==> config.mk <==
export PLATFORM = sky130hd
export DESIGN_NAME = nn_mac_neuron
export DESIGN_NICKNAME = d
export VERILOG_FILES = /design/src/rtl/nn_mac_neuron.sv
export SDC_FILE = /design/constraint.sdc
export NUM_CORES = 1
export LEC_CHECK = 0
export ABC_AREA = 1
export CORE_MARGIN = 4
export CORE_UTILIZATION = 60
export DETAILED_ROUTE_END_ITERATION = 12
export PLACE_DENSITY = 0.9
export SKIP_LAST_GASP = 1
export SYNTH_ARGS = -nofsm -noshare
export SYNTH_HDL_FRONTEND = slang
export SYNTH_SLANG_ARGS = --single-unit
==> constraint.sdc <==
create_clock -name clk -period 11.4 [get_ports clk]
set_input_delay 3.42 -clock clk [delete_from_list [all_inputs] [get_ports clk]]
set_output_delay 3.42 -clock clk [all_outputs]
set_load 0.01 [all_outputs]
==> src/rtl/nn_mac_neuron.sv <==
// nn_mac_neuron
//   Consumes packed {weight, activation} words from an upstream FIFO and
//   accumulates a signed fixed-point dot product over n_terms_i terms.
//   It then adds a bias, rescales by FRAC_BITS, saturates to 16 bits and
//   presents the result on a valid/ready port.
//
// Ports
//   clk          clock
//   rst          synchronous, active-high reset
//   start_i      one-cycle start request, sampled only in IDLE
//   n_terms_i    number of FIFO words to consume, latched on start
//   bias_i       signed Q8.8 bias, latched on start
//   in_empty_i   upstream FIFO empty
//   in_data_i    upstream word: [31:16] signed weight, [15:0] signed activation
//   in_pop_o     pop strobe (combinational); the FIFO read data is consumed
//                on the same edge
//   out_valid_o  result available
//   out_ready_i  downstream accepts the result
//   out_data_o   signed Q8.8 result, held until the next result
//   busy_o       high whenever the engine is not idle
//
// Build option
//   NN_MAC_RELU_EN : when defined, negative results are clamped to zero after
//                    saturation. Latency is the same in both builds.
module nn_mac_neuron #(
  parameter int ACC_W     = 40,
  parameter int FRAC_BITS = 8,
  parameter int CNT_W     = 8
) (
  input  logic             clk,
  input  logic             rst,
  input  logic             start_i,
  input  logic [CNT_W-1:0] n_terms_i,
  input  logic [15:0]      bias_i,
  input  logic             in_empty_i,
  input  logic [31:0]      in_data_i,
  output logic             in_pop_o,
  output logic             out_valid_o,
  input  logic             out_ready_i,
  output logic [15:0]      out_data_o,
  output logic             busy_o
);

  typedef enum logic [1:0] {
    IDLE   = 2'd0,
    ACCUM  = 2'd1,
    FINISH = 2'd2,
    OUTPUT = 2'd3
  } state_t;

  localparam logic [CNT_W-1:0] CNT_ONE = {{(CNT_W-1){1'b0}}, 1'b1};

  state_t                  state_q, state_d;
  logic signed [ACC_W-1:0] acc_q, acc_d;
  logic [CNT_W-1:0]        cnt_q, cnt_d;
  logic [CNT_W-1:0]        n_terms_q, n_terms_d;
  logic [15:0]             bias_q, bias_d;
  logic [15:0]             out_data_q, out_data_d;
  logic                    out_valid_q;
  logic                    busy_q;
  logic                    pop_s;

  logic signed [15:0]      weight_s;
  logic signed [15:0]      act_s;
  logic signed [31:0]      prod_s;
  logic signed [ACC_W-1:0] prod_ext_s;
  logic signed [ACC_W:0]   bias_ext_s;
  logic signed [ACC_W:0]   sum_s;
  logic signed [ACC_W:0]   shifted_s;
  logic [15:0]             sat_s;
  logic [15:0]             result_s;

  // Product, bias add, rescale, saturation and optional ReLU.
  always_comb begin
    weight_s   = in_data_i[31:16];
    act_s      = in_data_i[15:0];
    prod_s     = weight_s * act_s;
    prod_ext_s = {{(ACC_W-32){prod_s[31]}}, prod_s};
    // One guard bit so adding the bias cannot wrap before saturation.
    bias_ext_s = {{(ACC_W-15){bias_q[15]}}, bias_q};
    sum_s      = {acc_q[ACC_W-1], acc_q} + (bias_ext_s <<< FRAC_BITS);
    shifted_s  = sum_s >>> FRAC_BITS;
    // In range only when every bit above bit 15 equals the sign bit.
    if (!shifted_s[ACC_W] && (|shifted_s[ACC_W-1:15])) begin
      sat_s = 16'h7FFF;
    end else if (shifted_s[ACC_W] && !(&shifted_s[ACC_W-1:15])) begin
      sat_s = 16'h8000;
    end else begin
      sat_s = shifted_s[15:0];
    end
`ifdef NN_MAC_RELU_EN
    if (sat_s[15]) begin
      result_s = 16'h0000;
    end else begin
      result_s = sat_s;
    end
`else
    result_s = sat_s;
`endif
  end

  // Next-state and pop logic for the IDLE/ACCUM/FINISH/OUTPUT sequence.
  always_comb begin
    state_d    = state_q;
    acc_d      = acc_q;
    cnt_d      = cnt_q;
    n_terms_d  = n_terms_q;
    bias_d     = bias_q;
    out_data_d = out_data_q;
    pop_s      = 1'b0;
    case (state_q)
      IDLE: begin
        if (start_i) begin
          n_terms_d = n_terms_i;
          bias_d    = bias_i;
          acc_d     = {ACC_W{1'b0}};
          cnt_d     = {CNT_W{1'b0}};
          if (n_terms_i == {CNT_W{1'b0}}) begin
            state_d = FINISH;
          end else begin
            state_d = ACCUM;
          end
        end else begin
          state_d = IDLE;
        end
      end
      ACCUM: begin
        // No pop while in reset, so a reset never drains a FIFO word.
        if (!in_empty_i && !rst) begin
          pop_s = 1'b1;
          acc_d = acc_q + prod_ext_s;
          cnt_d = cnt_q + CNT_ONE;
          if ((cnt_q + CNT_ONE) == n_terms_q) begin
            state_d = FINISH;
          end else begin
            state_d = ACCUM;
          end
        end else begin
          state_d = ACCUM;
        end
      end
      FINISH: begin
        out_data_d = result_s;
        state_d    = OUTPUT;
      end
      OUTPUT: begin
        if (out_ready_i) begin
          state_d = IDLE;
        end else begin
          state_d = OUTPUT;
        end
      end
      default: begin
        state_d = IDLE;
      end
    endcase
  end

  // State, datapath and registered status outputs.
  always_ff @(posedge clk) begin
    if (rst) begin
      state_q     <= IDLE;
      acc_q       <= {ACC_W{1'b0}};
      cnt_q       <= {CNT_W{1'b0}};
      n_terms_q   <= {CNT_W{1'b0}};
      bias_q      <= 16'h0000;
      out_data_q  <= 16'h0000;
      out_valid_q <= 1'b0;
      busy_q      <= 1'b0;
    end else begin
      state_q     <= state_d;
      acc_q       <= acc_d;
      cnt_q       <= cnt_d;
      n_terms_q   <= n_terms_d;
      bias_q      <= bias_d;
      out_data_q  <= out_data_d;
      out_valid_q <= (state_d == OUTPUT);
      busy_q      <= (state_d != IDLE);
    end
  end

  assign in_pop_o    = pop_s;
  assign out_valid_o = out_valid_q;
  assign out_data_o  = out_data_q;
  assign busy_o      = busy_q;

endmodule

# Yosys cells after proc, flatten, opt, wreduce, memory -nomap -nowiden

Cells that the tools add are included.

Add/sub/neg operators: 3
$mul: 1
Equality and inequality tests: 7
Muxes and demuxes: 16
Reduce and logical (&&, ||, !) cells: 15

Operator list:

| kind                  | number |
|---|---|
| $mux W40              | 2 |
| $pmux W40 S2          | 1 |
| $add A40 B24 Y41      | 1 |
| $add A40 B32 Y40      | 1 |
| $mul A16 B16 Y32      | 1 |
| $mux W16              | 2 |
| $reduce_and A18 Y1    | 1 |
| $reduce_or A18 Y1     | 1 |
| $mux W8               | 2 |
| $pmux W8 S2           | 1 |
| $mux W2               | 5 |
| $add A8 B1 Y8 const B | 1 |
| $eq A8 B8 Y1          | 1 |
| $logic_not A8 Y1      | 1 |
| $pmux W2 S4           | 1 |
| $eq A2 B2 Y1 const B  | 3 |
| $logic_not A1 Y1      | 4 |
| $ne A2 B2 Y1 const B  | 2 |
| $reduce_bool A2 Y1    | 2 |
| $logic_and A1 B1 Y1   | 3 |
| $reduce_and A3 Y1     | 1 |
| $eq A2 B1 Y1 const B  | 1 |
| $logic_not A2 Y1      | 1 |
| $mux W1               | 2 |
| $reduce_and A2 Y1     | 1 |

Register bits: 92
Input bits: 61
Output and inout port bits: 19
Word-level logic and storage cells: 50

# Depth between registers and ports, before layout

Word-level depth: 6
Mapped depth: 32
Depth with buffers taken out: 30

# Least setup slack after synthesis

Ideal clock, no wire load.

Path kind: in2reg
Start point: input port in_data_i[3]
End point: register acc_q[35]
Library setup time: 0.132 ns
Arrival time: 8.924 ns
Required time: 11.268 ns
Slack: 2.344 ns
Stages on the path: 25
Path buffers: 2
Path through: clkbuf_1 -> clkbuf_1 -> nand2_1 -> inv_1 -> fa_1 -> fa_1 -> inv_1 -> fa_1 -> fa_1 -> inv_1 -> fa_1 -> inv_1 -> fa_1 -> inv_1 -> ha_1 -> nand2_1 -> nand2_1 -> a31oi_1 -> o21ai_0 -> a21oi_1 -> nand2_1 -> a21o_1 -> or2_2 -> nand2_1 -> a21oi_1

Cells in the longest elaborated chain, start to end: 4

RTL lines:

| what                 | RTL line | source |
|---|---|---|
| from (decl)          | 36       | `input logic [31:0] in_data_i,` |
| $mul A16 B16 Y32     | 77       | `prod_s = weight_s * act_s;` |
| $add A40 B32 Y40     | 131      | `acc_d = acc_q + prod_ext_s;` |
| $mux W40             | 129      | `if (!in_empty_i && !rst) begin` |
| $pmux W40 S2         | 111      | `case (state_q)` |
| to (signal assigned) | 163      | `acc_q <= {ACC_W{1'b0}};` |
| to (decl)            | 54       | `logic signed [ACC_W-1:0] acc_q, acc_d;` |

Every way passes these cells. The select of a mux whose other input is x is not followed.
A chain may end at the register's enable or synchronous reset.

# Worst setup path in the final report

Start point: input port in_data_i[4]
End point: register acc_q[37]

The elaborated chain is that of the path after synthesis.

==> flow_results.org <==
** Worst setup path
- Critical path class :: in2reg
- R2R depth :: 21
- The endpoint identified for the worst register-to-register timing path is acc_q[38].
- Data on the critical path is required at its endpoint by between 10,000 and 15,000 ps.
- Kind of end point of the critical path :: flop
- Of all nets on the critical path, the largest fanout is 16.
- Setup slack on the worst reg-to-reg path comes out at a little under 6000 ps.
- Data arrives at the worst endpoint at 10,570 ps.
- Startpoint type of the worst setup path :: primary input
- The worst register-to-register path begins at acc_q[15].

** Global route
- Global route total overflow :: 0
- The initial antenna violation count is 0.
- The first global-routing pass estimated between 80,000 and 90,000 µm of wire.
- Entering global routing, the biggest net connects 52 pins.
- In the global route stage, overall resource usage came out at between 20% and 30%.
- Vias in the first global route :: 18,100

** Clock tree
- TritonCTS built the clock tree.
- Clock tree synthesis found a total of 92 sinks.
- In this run, post-CTS hold repair placed 0 buffers.
- Setup Buffers After CTS :: 0
- Clock slew seen by the registers of the worst setup and hold paths :: 80 ps
- In this run the number of H-tree levels came out at 3.
- The clock reaches the later pin of the worst-skew pair after 360 ps.
- Post-cts resize count :: 0
- Clock Root Buffer :: sky130_fd_sc_hd__clkbuf_16
- Clk buf depth :: 2
- Counting the buffers created by CTS gives 9.

** STA
- Setup violations remaining at the end of the flow were counted as 0.
- After layout, the minimum clock period comes to 10,360 ps.
- The number of max-slew violations in the final report was 0.
- Worst clock skew on the final layout :: just over 8 ps
- After routing, the total negative slack on setup checks comes to 0 ps.
- Max-slew headroom at the worst pin :: 11.1%
- Part of the cycle the worst path needs :: 90.9%
- Timing would allow up to 0.0966 GHz.
- For the pin with the worst max-slew slack, the measured transition is 1330 ps.
- Setup repair after global routing left no endpoint under its margin.
- The number of failing hold endpoints at the final stage came to 0.
- Setup slack closes at around 1000 ps.

** Layout
- Finished layout cell area :: 0.0205 mm²
- In the final design database the tool counted approximately 3,200 nets.
- The area growth from synthesis to layout is 6.77%.
- Antenna Diode Count :: 0
- Layout cells sized above 1 :: 3.62%

** Floorplan
- I/O pin count :: 80
- The total area inside the core boundary comes to between 0.03 and 0.04 mm².
- From left edge to right edge, the die measures around 190 µm.
- Die Outline Area :: between 0.03 and 0.04 mm²
- Chip height :: about 190 µm
- Initial core utilization :: 60.8%
- Row generation in the floorplan step produced 65 rows.

** Placement
- OpenSTA, run right after detailed placement, puts the worst setup slack at between 700 and 800 ps.
- Port bufs :: just under 80
- Detailed placement ended at an HPWL of 42,600 µm.
- Global placement routability congestion :: roughly 0.96
- Once placement finished, the instance area stood at between 0.02 and 0.025 mm².

** Route
- Summed over all nets, wire length on met3 after detailed routing comes to approximately 3300 µm.
- The routed design has 50,500 µm of wire.
- In the routed design, unresolved DRC markers number 0.
- The first TritonRoute pass finished after 6 iterations.
- In the final routed layout, each cell accounts on average for 16.4 µm.
- Met2 wire len :: between 20,000 and 30,000 µm
- Dividing the detail-routed via count by the number of cells gives about 5.4.
- In the final routing, the length of wire on met1 measures roughly 20,000 µm.
- Uppermost layer routed :: met4
- The detailed router finished its first iteration with 1,496 violations.
- The detail route stage leaves a number of antenna-violating nets equal to 0.
- Via count of the routed design :: about 17,000

** Logic synthesis
- sky130_fd_sc_hd__fa_1 takes more of the synthesized area than any other cell.
- Summing every instance area after synthesis gives between 0.015 and 0.02 mm².
- After synthesis, the most frequently instantiated cells are sky130_fd_sc_hd__inv_1, sky130_fd_sc_hd__nand2_1, sky130_fd_sc_hd__fa_1, sky130_fd_sc_hd__nor2_1, sky130_fd_sc_hd__ha_1.
- In the post-synthesis netlist, the biggest area contributors are sky130_fd_sc_hd__fa_1, sky130_fd_sc_hd__inv_1, sky130_fd_sc_hd__nand2_1.
- Counting distinct cell types in the post-synthesis netlist gives 44.
- Count leader, synth :: sky130_fd_sc_hd__inv_1
- Sequential elements use under 10% of the synthesized area.
- Counting every net in the synthesized netlist gives roughly 3,200.
- Counting flops with a built-in enable in the synthesized netlist gives 0.
- The average instance in the mapped netlist occupies 7.21 µm².
- For this run, the leading register cell type out of synthesis is sky130_fd_sc_hd__dfxtp_1.
- Counting flops and latches in the post-synthesis netlist gives around 90.
- Area share of the largest cell type after synthesis :: 34.5%
- For this run, asynchronously set or reset flops after synthesis account for 0%.
- In the synthesized netlist, the number of instances is 2,660.
- Number of warnings reported in the yosys synthesis log :: 0

** Worst hold path
- In this run the worst hold path is classified as reg2reg.
- Hold path startpoint :: out_data_o[15]
- End point of the worst hold path :: out_data_o[15]
- Min-Delay Path Depth :: 2

** Job
- Number of maximum-capacitance violations :: 0

** Status
- Result of the run :: finished, final reports clean
## how the worst max path moves through the flow
stage / startpoint / to / slack [ps]
floorplan: in_data_i[3] / acc_q[35] / 2340
global placement: in_data_i[4] / acc_q[37] / 1070
detailed placement: in_data_i[4] / acc_q[37] / 800
CTS: in_data_i[4] / acc_q[37] / 1130
global route: in_data_i[4] / acc_q[37] / 660
finish: in_data_i[4] / acc_q[37] / 1040
## cell families after synthesis
family | synth area share, %
adder cells (fa/ha/maj) | 44.2
flip-flops | 9.60
AND/OR/NAND/NOR | 20.9
buffers and inverters | 15.7
XOR/XNOR | 1.37
AO/OA/AOI/OAI | 8.22
## critical path, stage by stage
cell and delay, ps:
sky130_fd_sc_hd__clkdlybuf4s50_1 920, sky130_fd_sc_hd__nand2_1 270, sky130_fd_sc_hd__fa_1 600, sky130_fd_sc_hd__inv_1 80, sky130_fd_sc_hd__fa_1 460, sky130_fd_sc_hd__inv_1 340, sky130_fd_sc_hd__fa_1 620, sky130_fd_sc_hd__fa_1 780
sky130_fd_sc_hd__inv_1 160, sky130_fd_sc_hd__fa_1 500, sky130_fd_sc_hd__inv_1 50, sky130_fd_sc_hd__fa_1 470, sky130_fd_sc_hd__inv_1 40, sky130_fd_sc_hd__ha_1 350, sky130_fd_sc_hd__nand2_1 120, sky130_fd_sc_hd__nor2_1 110
sky130_fd_sc_hd__inv_1 120, sky130_fd_sc_hd__nor4_1 430, sky130_fd_sc_hd__nand3_1 200, sky130_fd_sc_hd__nand3_1 230, sky130_fd_sc_hd__a21oi_1 90, sky130_fd_sc_hd__o21ai_0 120, sky130_fd_sc_hd__a21oi_1 80
## registers in the layout (all words and copies together) (netlist names)
signal / cells
acc_q: 40
bias_q: 16
busy_o: 1
cnt_q: 8
n_terms_q: 8
out_data_o: 16
out_valid_o: 1
state_q: 2
## layer usage
metal  up-vias  global-route usage [%]
li1       7860                       -
met1      8035                    37.9
met2       684                    53.4
met3       152                    3.28
met4         0                    10.4
met5         -                       0
## final cells by class
class	count	area (µm²)
flip-flops and latches	92	1840
fillers	2735	11100
repair buffers	88	853
clock buffers	9	225
inverters	711	2670
well taps	402	503
multi-input cells	1770	14300
clock inverters	7	65.1
## cell usage in the layout, fill, tap and decap left out, types with 5 or more instances in the layout
| cell type | netlist | final |
|---|---|---|
| sky130_fd_sc_hd__a31oi_1 | 8 | 8 |
| sky130_fd_sc_hd__nor2_1 | 174 | 173 |
| sky130_fd_sc_hd__nor2_2 | 14 | 15 |
| sky130_fd_sc_hd__a21oi_2 | 11 | 11 |
| sky130_fd_sc_hd__clkbuf_16 | 0 | 9 |
| sky130_fd_sc_hd__inv_2 | 6 | 6 |
| sky130_fd_sc_hd__nand4_1 | 19 | 19 |
| sky130_fd_sc_hd__nand3_1 | 60 | 60 |
| sky130_fd_sc_hd__clkdlybuf4s50_1 | 0 | 78 |
| sky130_fd_sc_hd__dfxtp_1 | 92 | 92 |
| sky130_fd_sc_hd__buf_4 | 0 | 9 |
| sky130_fd_sc_hd__or2_2 | 8 | 8 |
| sky130_fd_sc_hd__nand3_2 | 5 | 5 |
| sky130_fd_sc_hd__ha_1 | 148 | 148 |
| sky130_fd_sc_hd__xor2_1 | 19 | 19 |
| sky130_fd_sc_hd__nor3_1 | 8 | 8 |
| sky130_fd_sc_hd__nand2_2 | 17 | 17 |
| sky130_fd_sc_hd__a21oi_1 | 146 | 146 |
| sky130_fd_sc_hd__fa_1 | 331 | 331 |
| sky130_fd_sc_hd__nand2_1 | 643 | 643 |
| sky130_fd_sc_hd__inv_1 | 704 | 704 |
| sky130_fd_sc_hd__a21o_1 | 9 | 9 |
| sky130_fd_sc_hd__o21ai_0 | 100 | 100 |
| sky130_fd_sc_hd__xnor2_1 | 11 | 11 |
## through the flow
stage	utilization, %	hold WS, ps	std cells
floorplan	-	445	2660
global placement	64.0	454	3063
detailed placement	64.0	455	3063
CTS	64.9	467	3079
global route	64.9	493	3079
finish	64.9	472	3079
Power is left out: the tool's default activity adds up to more than one toggle a clock period on the data nets, which glitch-free logic cannot reach.
